<file path="config.mk">
export PLATFORM = sky130hd
export DESIGN_NAME = dlf16_result_wb_flat
export DESIGN_NICKNAME = d
export VERILOG_FILES = /design/src/rtl/dlf16_result_wb_if.sv /design/src/rtl/dlf16_result_wb.sv /design/src/flat_wrapper.sv
export SDC_FILE = /design/constraint.sdc
export NUM_CORES = 1
export LEC_CHECK = 0
export CELL_PAD_IN_SITES_DETAIL_PLACEMENT = 0
export CELL_PAD_IN_SITES_GLOBAL_PLACEMENT = 2
export CORE_MARGIN = 2
export CORE_UTILIZATION = 39
export CTS_BUF_LIST = sky130_fd_sc_hd__clkbuf_16
export CTS_CLUSTER_DIAMETER = 100
export DETAILED_ROUTE_END_ITERATION = 6
export DONT_BUFFER_PORTS = 1
export PLACE_DENSITY_LB_ADDON = 0.08
export REMOVE_ABC_BUFFERS = 1
export SYNTH_ARGS = -nofsm -noshare
export SYNTH_HDL_FRONTEND = slang
export SYNTH_SLANG_ARGS = --single-unit
</file>
<file path="constraint.sdc">
create_clock -name clk -period 1.4 [get_ports clk]
set_input_delay 0.14 -clock clk [delete_from_list [all_inputs] [get_ports clk]]
set_output_delay 0.14 -clock clk [all_outputs]
set_load 0.02 [all_outputs]
</file>
<file path="src/rtl/dlf16_result_wb_if.sv">
// -----------------------------------------------------------------------------
// dlf16_result_wb_if
// Result and writeback handshake bundle for dlf16_result_wb.
//   res_*  : upstream FPU result channel (valid/ready, data, exception flags, tag)
//   wb_*   : register-file writeback channel (valid/ready, data, tag, flags)
// Modports:
//   master : environment side (drives results, accepts writebacks)
//   slave  : writeback stage side
// -----------------------------------------------------------------------------
interface dlf16_result_wb_if #(
    parameter int TAG_W = 5
);
    logic             res_valid;
    logic             res_ready;
    logic [15:0]      res_data;
    logic [4:0]       res_exc;
    logic [TAG_W-1:0] res_tag;

    logic             wb_valid;
    logic             wb_ready;
    logic [15:0]      wb_data;
    logic [TAG_W-1:0] wb_tag;
    logic [4:0]       wb_exc;

    modport master (
        output res_valid, res_data, res_exc, res_tag, wb_ready,
        input  res_ready, wb_valid, wb_data, wb_tag, wb_exc
    );

    modport slave (
        input  res_valid, res_data, res_exc, res_tag, wb_ready,
        output res_ready, wb_valid, wb_data, wb_tag, wb_exc
    );
endinterface

</file>
<file path="src/rtl/dlf16_result_wb.sv">
// -----------------------------------------------------------------------------
// dlf16_result_wb
// Writeback stage for DLFloat16 FPU results. Buffers results and their 5-bit
// exception flags {NV,DZ,OF,UF,NX} in a small in-order FIFO, optionally
// rewrites NaN results to the canonical 16'h7FFF, and accumulates sticky
// exception flags as entries are written back.
// Ports:
//   clk         : clock
//   rst_n       : asynchronous active-low reset
//   bus         : result/writeback handshake (slave modport)
//   i_flags_clr : one-cycle pulse clearing the sticky flags
//   o_fflags    : sticky accumulated exception flags
//   o_count     : current FIFO occupancy
// -----------------------------------------------------------------------------
module dlf16_result_wb #(
    parameter int  DEPTH     = 2,
    parameter int  TAG_W     = 5,
    parameter bit  CANON_NAN = 1'b1,
    localparam int CNT_W     = $clog2(DEPTH) + 1
) (
    input  logic                    clk,
    input  logic                    rst_n,
    dlf16_result_wb_if.slave        bus,
    input  logic                    i_flags_clr,
    output logic [4:0]              o_fflags,
    output logic [CNT_W-1:0]        o_count
);
    localparam int PTR_W = $clog2(DEPTH);

    typedef struct packed {
        logic [15:0]      data;
        logic [TAG_W-1:0] tag;
        logic [4:0]       exc;
    } entry_t;

    entry_t           r_mem [DEPTH];
    logic [PTR_W-1:0] r_wr_ptr;
    logic [PTR_W-1:0] r_rd_ptr;
    logic [CNT_W-1:0] r_count;
    logic [4:0]       r_fflags;

    logic   w_res_ready;
    logic   w_wb_valid;
    logic   w_push;
    logic   w_pop;
    entry_t w_head;
    entry_t w_in;

    // Both handshake outputs depend only on registered occupancy, so a full
    // FIFO refuses a push even in a cycle where it is also popping.
    assign w_res_ready = (r_count != CNT_W'(DEPTH));
    assign w_wb_valid  = (r_count != '0);
    assign w_push      = bus.res_valid && w_res_ready;
    assign w_pop       = w_wb_valid && bus.wb_ready;
    assign w_head      = r_mem[r_rd_ptr];

    // Any NaN (all-ones exponent and mantissa) collapses to positive canonical NaN.
    always_comb begin
        w_in.tag = bus.res_tag;
        w_in.exc = bus.res_exc;
        if (CANON_NAN && (bus.res_data[14:0] == 15'h7FFF)) begin
            w_in.data = 16'h7FFF;
        end else begin
            w_in.data = bus.res_data;
        end
    end

    // NOTE: storage is reset along with the pointers so the writeback outputs
    // read as zero after reset instead of X; all sequential state uses <=.
    always_ff @(posedge clk or negedge rst_n) begin
        if (!rst_n) begin
            for (int i = 0; i < DEPTH; i++) begin
                r_mem[i] <= '0;
            end
            r_wr_ptr <= '0;
            r_rd_ptr <= '0;
            r_count  <= '0;
            r_fflags <= '0;
        end else begin
            if (w_push) begin
                r_mem[r_wr_ptr] <= w_in;
                r_wr_ptr        <= r_wr_ptr + PTR_W'(1);
            end
            if (w_pop) begin
                r_rd_ptr <= r_rd_ptr + PTR_W'(1);
            end
            if (w_push && !w_pop) begin
                r_count <= r_count + CNT_W'(1);
            end else if (w_pop && !w_push) begin
                r_count <= r_count - CNT_W'(1);
            end
            // A clear never masks the flags of the entry popped in the same cycle.
            r_fflags <= (i_flags_clr ? 5'b0 : r_fflags) | (w_pop ? w_head.exc : 5'b0);
        end
    end

    assign bus.res_ready = w_res_ready;
    assign bus.wb_valid  = w_wb_valid;
    assign bus.wb_data   = w_head.data;
    assign bus.wb_tag    = w_head.tag;
    assign bus.wb_exc    = w_head.exc;
    assign o_fflags      = r_fflags;
    assign o_count       = r_count;
endmodule

</file>
<file path="src/flat_wrapper.sv">
// flat-port wrapper written by rule: the top's interface ports become plain ports
module dlf16_result_wb_flat 
#(
    parameter int  DEPTH     = 2,
    parameter int  TAG_W     = 5,
    parameter bit  CANON_NAN = 1'b1,
    localparam int CNT_W     = $clog2(DEPTH) + 1
)
  (clk, rst_n, i_flags_clr, o_fflags, o_count, bus_res_valid, bus_res_data, bus_res_exc, bus_res_tag, bus_wb_ready, bus_res_ready, bus_wb_valid, bus_wb_data, bus_wb_tag, bus_wb_exc);
  dlf16_result_wb_if #(.TAG_W(TAG_W)) bus_i ();
  input  logic clk;
  input  logic rst_n;
  input  logic i_flags_clr;
  output logic [4:0] o_fflags;
  output logic [CNT_W-1:0] o_count;
  input wire logic [$bits(bus_i.res_valid)-1:0] bus_res_valid;
  input wire logic [$bits(bus_i.res_data)-1:0] bus_res_data;
  input wire logic [$bits(bus_i.res_exc)-1:0] bus_res_exc;
  input wire logic [$bits(bus_i.res_tag)-1:0] bus_res_tag;
  input wire logic [$bits(bus_i.wb_ready)-1:0] bus_wb_ready;
  output wire logic [$bits(bus_i.res_ready)-1:0] bus_res_ready;
  output wire logic [$bits(bus_i.wb_valid)-1:0] bus_wb_valid;
  output wire logic [$bits(bus_i.wb_data)-1:0] bus_wb_data;
  output wire logic [$bits(bus_i.wb_tag)-1:0] bus_wb_tag;
  output wire logic [$bits(bus_i.wb_exc)-1:0] bus_wb_exc;
  assign bus_i.res_valid = bus_res_valid;
  assign bus_i.res_data = bus_res_data;
  assign bus_i.res_exc = bus_res_exc;
  assign bus_i.res_tag = bus_res_tag;
  assign bus_i.wb_ready = bus_wb_ready;
  assign bus_res_ready = bus_i.res_ready;
  assign bus_wb_valid = bus_i.wb_valid;
  assign bus_wb_data = bus_i.wb_data;
  assign bus_wb_tag = bus_i.wb_tag;
  assign bus_wb_exc = bus_i.wb_exc;
  dlf16_result_wb #(.DEPTH(DEPTH), .TAG_W(TAG_W), .CANON_NAN(CANON_NAN)) u_core (.clk(clk), .rst_n(rst_n), .bus(bus_i), .i_flags_clr(i_flags_clr), .o_fflags(o_fflags), .o_count(o_count));
endmodule
</file>
==> flow_summary.yaml, run 1 <==
pwr:
  p_comb_frac: 0.492
  ir_drop_mv: 1.62
  power_switching_w: 0.00358
  power_w: 0.0106
  cell_internal_pwr_w: 0.00697
  p_leak_nw: 1.84
  swShare: 0.339
  power.density_nw_per_um2: 2770
  seqPwrFrac: 0.314
  pwr-share-clk: 0.194
timing:
  rsz0062_at_grt: "true"
  drv_slew: 0
  skew_ps: 5.62
  fmax_mhz: 671
  worstMarginPinSlew_ps: 412
  hold_viol_final: 61
  slew_headroom: 0.721
  holdWs_ps: -488
  min_period_ps: 1490
  setup_violations: 26
  finalCritPeriodShare: 1.06
  fin_ws_ps: -90.4
critical_path:
  reg2reg_slack_ps: 0
  worst_path_max_delay_cell: "dfrtp_2"
  crit_family: "flip-flops"
  critical_path.max_fanout: 5
  crit_type: "reg2out"
  crit_path_start_kind: "flip-flop"
  critPathArrivalTime_ps: 1350
  crit_top_cell: "buf_6"
  max_stage_delay_ps: 450
  crit_chain: "buf_6 -> mux2_4 -> buf_6"
  cp_num_buf_inv: 2
  end_kind: "output pin"
  crit_required_ps: 1260
synth:
  ys_types: 23
  muxShareOfSynthArea: 0.356
  syn_area_per_cell_um2: 16.3
  synthAdderAreaFrac: 0.00442
  synth_seq_cells: 61
  netlist_area_um2: 2830
  synthCells: 174
  synth_top_family_by_area: "multiplexers"
  yosysWarningCount: 0
  synth_compound_area_frac: 0.0226
  yosysSeqAreaShare: 0.540
  synth-simple-area-share: 0.0350
  synthXorXnorAreaFrac: 0.0155
die:
  die_w_um: 89.2
  fp.dieH_um: 89.2
  io_pins: 66
  start_util: 0.396
  die-area_um2: 7950
  core_area_um2: 7140
  row_count: 31
clocking:
  cts-buffers-inserted: 9
  hold_buffers: 26
  clk-insertion-delay-late_ps: 320
  clockBufferDepth: 2
  clk_pin_slew_ps: 50
  cts_root_buf: "clkbuf_16"
  clock_sinks: 61
  h-tree-depth: 3
  cts_tree: "yes"
layout:
  area_growth_pct: 34.7
  drive_gt1_frac: 0.524
  fin_nets: 260
  multi_input_area_um2: 1330
  fill_cells: 598
  ff_latch_area_um2: 1530
  stdcell_count: 330
  antennaDiodeCount: 0
  utilization: 0.534
run_status:
  outcome: "finished, violations left"
  violations: "negative hold slack, negative setup slack"
routing:
  drt_iter0_markers: 36
  wl_um: 6260
  wl_per_cell_um: 19.0
  drtPass1Iterations: 4
  drtAntennaViolNets: 0
  vias: 1617
  remaining_drc_errors: 0
  vias_per_cell: 4.90
global_routing:
  grt_max_degree: 62
  grt_overflow: 0
  grt_usage: 0.166
  grt_antenna_before_repair: 0
  grt_pass1_wl_um: 9800
  grt_pass1_vias: 1855
place:
  dp.cells: 284
  gp_congestion: 0.696
  port_buffers: 0
  dp_hpwl_um: 3840
run:
  max_cap_viol_count: 0
hold_path:
  hp-class: "in2async"
## what timing repair did
action | CTS | global route
endpoints found under the setup margin | 27 | 78
buffers inserted | 5 | 1
endpoints found under the hold margin | 116 | 61
pin swaps | 4 | 2
resized for setup | 35 | 4
## cell usage after synthesis, drive strengths merged
master / count / share of area
ha: 1 / 0.0044
or2: 1 / 0.0022
o41ai: 1 / 0.0031
nor2: 1 / 0.0013
nand3: 2 / 0.0080
and2: 1 / 0.0022
nand2: 2 / 0.0027
nand2b: 1 / 0.0049
mux2: 75 / 0.35
nand3b: 1 / 0.0071
a32o: 5 / 0.018
nand4: 3 / 0.0066
buf: 7 / 0.021
clkbuf: 1 / 0.0013
dfrtp: 61 / 0.54
xor2: 3 / 0.0093
mux2i: 2 / 0.0071
inv: 3 / 0.0040
xnor2: 2 / 0.0062
o21ai: 1 / 0.0018
## cell usage in the layout (no fill, tap or decap), types with 2 or more instances in the layout
master         instances
mux2i_1                2
dlygate4sd3_1         26
nand4_1                3
mux2_2                16
a32o_1                 5
xor2_1                 3
inv_1                  5
xnor2_1                2
clkbuf_16              9
buf_6                  9
mux2_4                59
buf_4                 11
dfrtp_1               60
buf_12                 5
## cells by family (layout without fill, tap and decap cells)
logic type | after synthesis | after routing
mux | 77 | 77
flops | 61 | 61
simple gates | 12 | 12
buf+inv | 11 | 68
compound gates | 7 | 7
xor+xnor | 5 | 5
fa+ha+maj | 1 | 1
## through the flow
step | TNS [ps] | cell area [µm²] | worst slack, ps
detailed placement | -132 | 3080 | -68.8
global placement | -17.1 | 3080 | -17.1
finish | -1750 | 3810 | -90.4
floorplan | -13590 | 2760 | -292
global route | -4520 | 3810 | -144
CTS | -2190 | 3780 | -106
## final timing paths
check / start / to / cells after the start
max in group asynchronous: rst_n / u_core.r_rd_ptr$_DFFE_PN0N_ / 0
min in group clk: bus_res_data[15] / u_core.r_mem[25]$_DFFE_PN0P_ / 2
min reg2reg: u_core.r_mem[42]$_DFFE_PN0P_ / u_core.r_mem[42]$_DFFE_PN0P_ / 1
max: u_core.r_rd_ptr$_DFFE_PN0N_ / bus_wb_exc[1] / 3
min: rst_n / u_core.r_mem[27]$_DFFE_PN0P_ / 0
max reg2reg: u_core.o_count[0]$_DFFE_PN0P_ / u_core.r_mem[41]$_DFFE_PN0P_ / 5
## metal layers
layer / track usage / up-vias / share of wire
met1: 0.222 / 822 / 0.47
li1: - / 739 / -
met3: 0.0563 / 8 / 0.061
met4: 0.0611 / 0 / 0.012
met5: 0 / - / 0
met2: 0.250 / 48 / 0.46
## sequential cells by signal, summed over array words and instances (netlist names)
signal,count
u_core.r_mem,52
u_core.o_count,2
u_core.o_fflags,5
u_core.r_wr_ptr,1
u_core.r_rd_ptr,1
## cell type report
cell class                 count  area share
tap                           99      0.0325
timing repair buffer          51       0.143
multi-input combinational    102       0.349
inverter                       3     0.00296
clock inverter                 5      0.0122
clock buffer                   9      0.0591
sequential                    61       0.401
## power by group through the flow
stage	registers [W]	clock network, W	logic [W]
5_1_grt	0.00342	0.00220	0.00549
3_3_place_gp	0.00325	0	0.00437
2_1_floorplan	0.00326	0	0.00335
4_1_cts	0.00330	0.00210	0.00517
3_5_place_dp	0.00332	0	0.00444
6_report	0.00331	0.00205	0.00519
Power figures use the tool's default switching activity.
==> run 2: changes to the inputs <==
--- a/config.mk
+++ b/config.mk
@@ -13,8 +13,9 @@
 export CTS_CLUSTER_DIAMETER = 100
 export DETAILED_ROUTE_END_ITERATION = 6
 export DONT_BUFFER_PORTS = 1
-export PLACE_DENSITY_LB_ADDON = 0.08
+export PLACE_DENSITY = 0.76
 export REMOVE_ABC_BUFFERS = 1
+export SLEW_MARGIN = 30
 export SYNTH_ARGS = -nofsm -noshare
 export SYNTH_HDL_FRONTEND = slang
 export SYNTH_SLANG_ARGS = --single-unit
==> flow_summary.yaml, run 2 (same netlist as run 1, synthesis figures left out) <==
layout:
  fill_cells: 606
  final_common_cell: "dfrtp_1"
  multi_input_area_um2: 1290
  top_register: "u_core.r_mem"
  largest_reg_flops: 52
  most-common-layout-cells: "dfrtp_1, mux2_4, mux2_2, dlygate4sd3_1, buf_4"
  ff_latch_area_um2: 1530
  stdcell_count: 342
  area_growth_pct: 40.0
  drive_gt1_frac: 0.556
  antennaDiodeCount: 0
  fin_nets: 270
die:
  row_count: 31
  core_area_um2: 7140
  start_util: 0.396
  die_w_um: 89.2
  io_pins: 66
  fp.dieH_um: 89.2
  die-area_um2: 7950
clocking:
  cts-buffers-inserted: 9
  clock_sinks: 61
  h-tree-depth: 3
  clockBufferDepth: 2
  cts_root_buf: "clkbuf_16"
  clk-insertion-delay-late_ps: 320
  clk_pin_slew_ps: 50
  hold_buffers: 26
  cts_tree: "yes"
critical_path:
  timing.rr.end: "u_core.o_count[1]$_DFFE_PN0P_"
  crit_chain: "buf_12 -> clkbuf_16 -> mux2_2"
  crit_required_ps: 1260
  critPathArrivalTime_ps: 1370
  critical_path.max_fanout: 5
  reg2reg_slack_ps: -40
  r2r_cells: 6
  cp_num_buf_inv: 2
  crit_path_start_kind: "flip-flop"
  reg2reg_from: "u_core.o_count[0]$_DFFE_PN0P_"
  crit_type: "reg2out"
  crit_family: "flip-flops"
  worst_path_max_delay_cell: "dfrtp_2"
  end_kind: "output pin"
  max_stage_delay_ps: 430
global_routing:
  grt_pass1_wl_um: 9600
  grt_overflow: 0
  grt_pass1_vias: 1877
  grt_max_degree: 62
  grt_usage: 0.162
  grt_antenna_before_repair: 0
place:
  port_buffers: 0
  dp.cells: 286
  gp_congestion: 0.770
  dp_hpwl_um: 3970
routing:
  wl_um: 6380
  drtPass1Iterations: 4
  remaining_drc_errors: 0
  wl_per_cell_um: 18.7
  drt_iter0_markers: 75
  drtAntennaViolNets: 0
  vias: 1701
  vias_per_cell: 4.97
timing:
  drv_slew: 0
  finalCritPeriodShare: 1.08
  min_period_ps: 1510
  worstMarginPinSlew_ps: 452
  skew_ps: 5.72
  slew_headroom: 0.695
  fin_ws_ps: -111
  hold_viol_final: 61
  fmax_mhz: 662
  setup_violations: 53
  rsz0062_at_grt: "true"
  holdWs_ps: -487
pwr:
  p_leak_nw: 1.86
  ir_drop_mv: 1.59
  power.density_nw_per_um2: 2780
run_status:
  violations: "negative hold slack, negative setup slack"
  outcome: "finished, violations left"
hold_path:
  hp-class: "in2async"
run:
  max_cap_viol_count: 0
## run 2: cell types whose count changed in the layout (fill, tap and decap cells not counted), sizes merged
cell,delta
buf,+8
clkinvlp,+3
clkbuf,+2
inv,-2
clkinv,+1
## run 2: worst max path at each step
stage                             startpoint                       endpoint  slack, ps  depth (start not counted)
6_report         u_core.r_rd_ptr$_DFFE_PN0N_                 bus_wb_data[5]       -110                          3
4_1_cts          u_core.r_rd_ptr$_DFFE_PN0N_                bus_wb_data[11]       -110                          2
5_1_grt          u_core.r_rd_ptr$_DFFE_PN0N_                bus_wb_data[14]       -140                          3
3_3_place_gp   u_core.o_count[1]$_DFFE_PN0P_  u_core.o_count[1]$_DFFE_PN0P_        -20                          6
3_5_place_dp   u_core.o_count[0]$_DFFE_PN0P_  u_core.o_count[1]$_DFFE_PN0P_       -110                          6
2_1_floorplan    u_core.r_rd_ptr$_DFFE_PN0N_   u_core.o_fflags[0]$_DFF_PN0_       -290                          2
## run 2: layer usage
metal | GRT usage | vias to the layer above | routed length [µm]
met5 | 0 | - | 0
met4 | 0.0665 | 0 | 90
met3 | 0.0480 | 8 | 318
met2 | 0.263 | 41 | 3240
met1 | 0.203 | 888 | 2730
li1 | - | 764 | -
## run 2: per-stage QoR
stage | total power, W | instance area, µm² | util | setup TNS (ps) | setup slack (ps)
finish | 0.0110 | 3960 | 0.555 | -2860 | -111
global route | 0.0115 | 3960 | 0.555 | -5930 | -143
CTS | 0.0107 | 3820 | 0.536 | -2430 | -105
detailed placement | 0.00786 | 3120 | 0.437 | -114 | -114
global placement | 0.00768 | 3120 | 0.437 | -18.7 | -18.7
floorplan | 0.00661 | 2760 | - | -13590 | -292
## run 2: final cells by class
class                      instances  area share
sequential                        61       0.386
multi-input combinational        102       0.327
timing repair buffer              61       0.180
clock buffer                       9      0.0569
tap                               99      0.0313
clock inverter                     7      0.0167
inverter                           3     0.00284
## run 2: power by group
group	switching, W	internal, W	total, W
Clock	0.000769	0.00136	0.00213
Sequential	0.000620	0.00268	0.00330
Combinational	0.00236	0.00321	0.00557
## run 2: repair_timing
action,in CTS,in global routing
resized for setup,23,9
hold endpoints to repair,116,61
setup endpoints to repair,31,77
pin swaps,5,5
buffers inserted,7,4
gates cloned,0,3
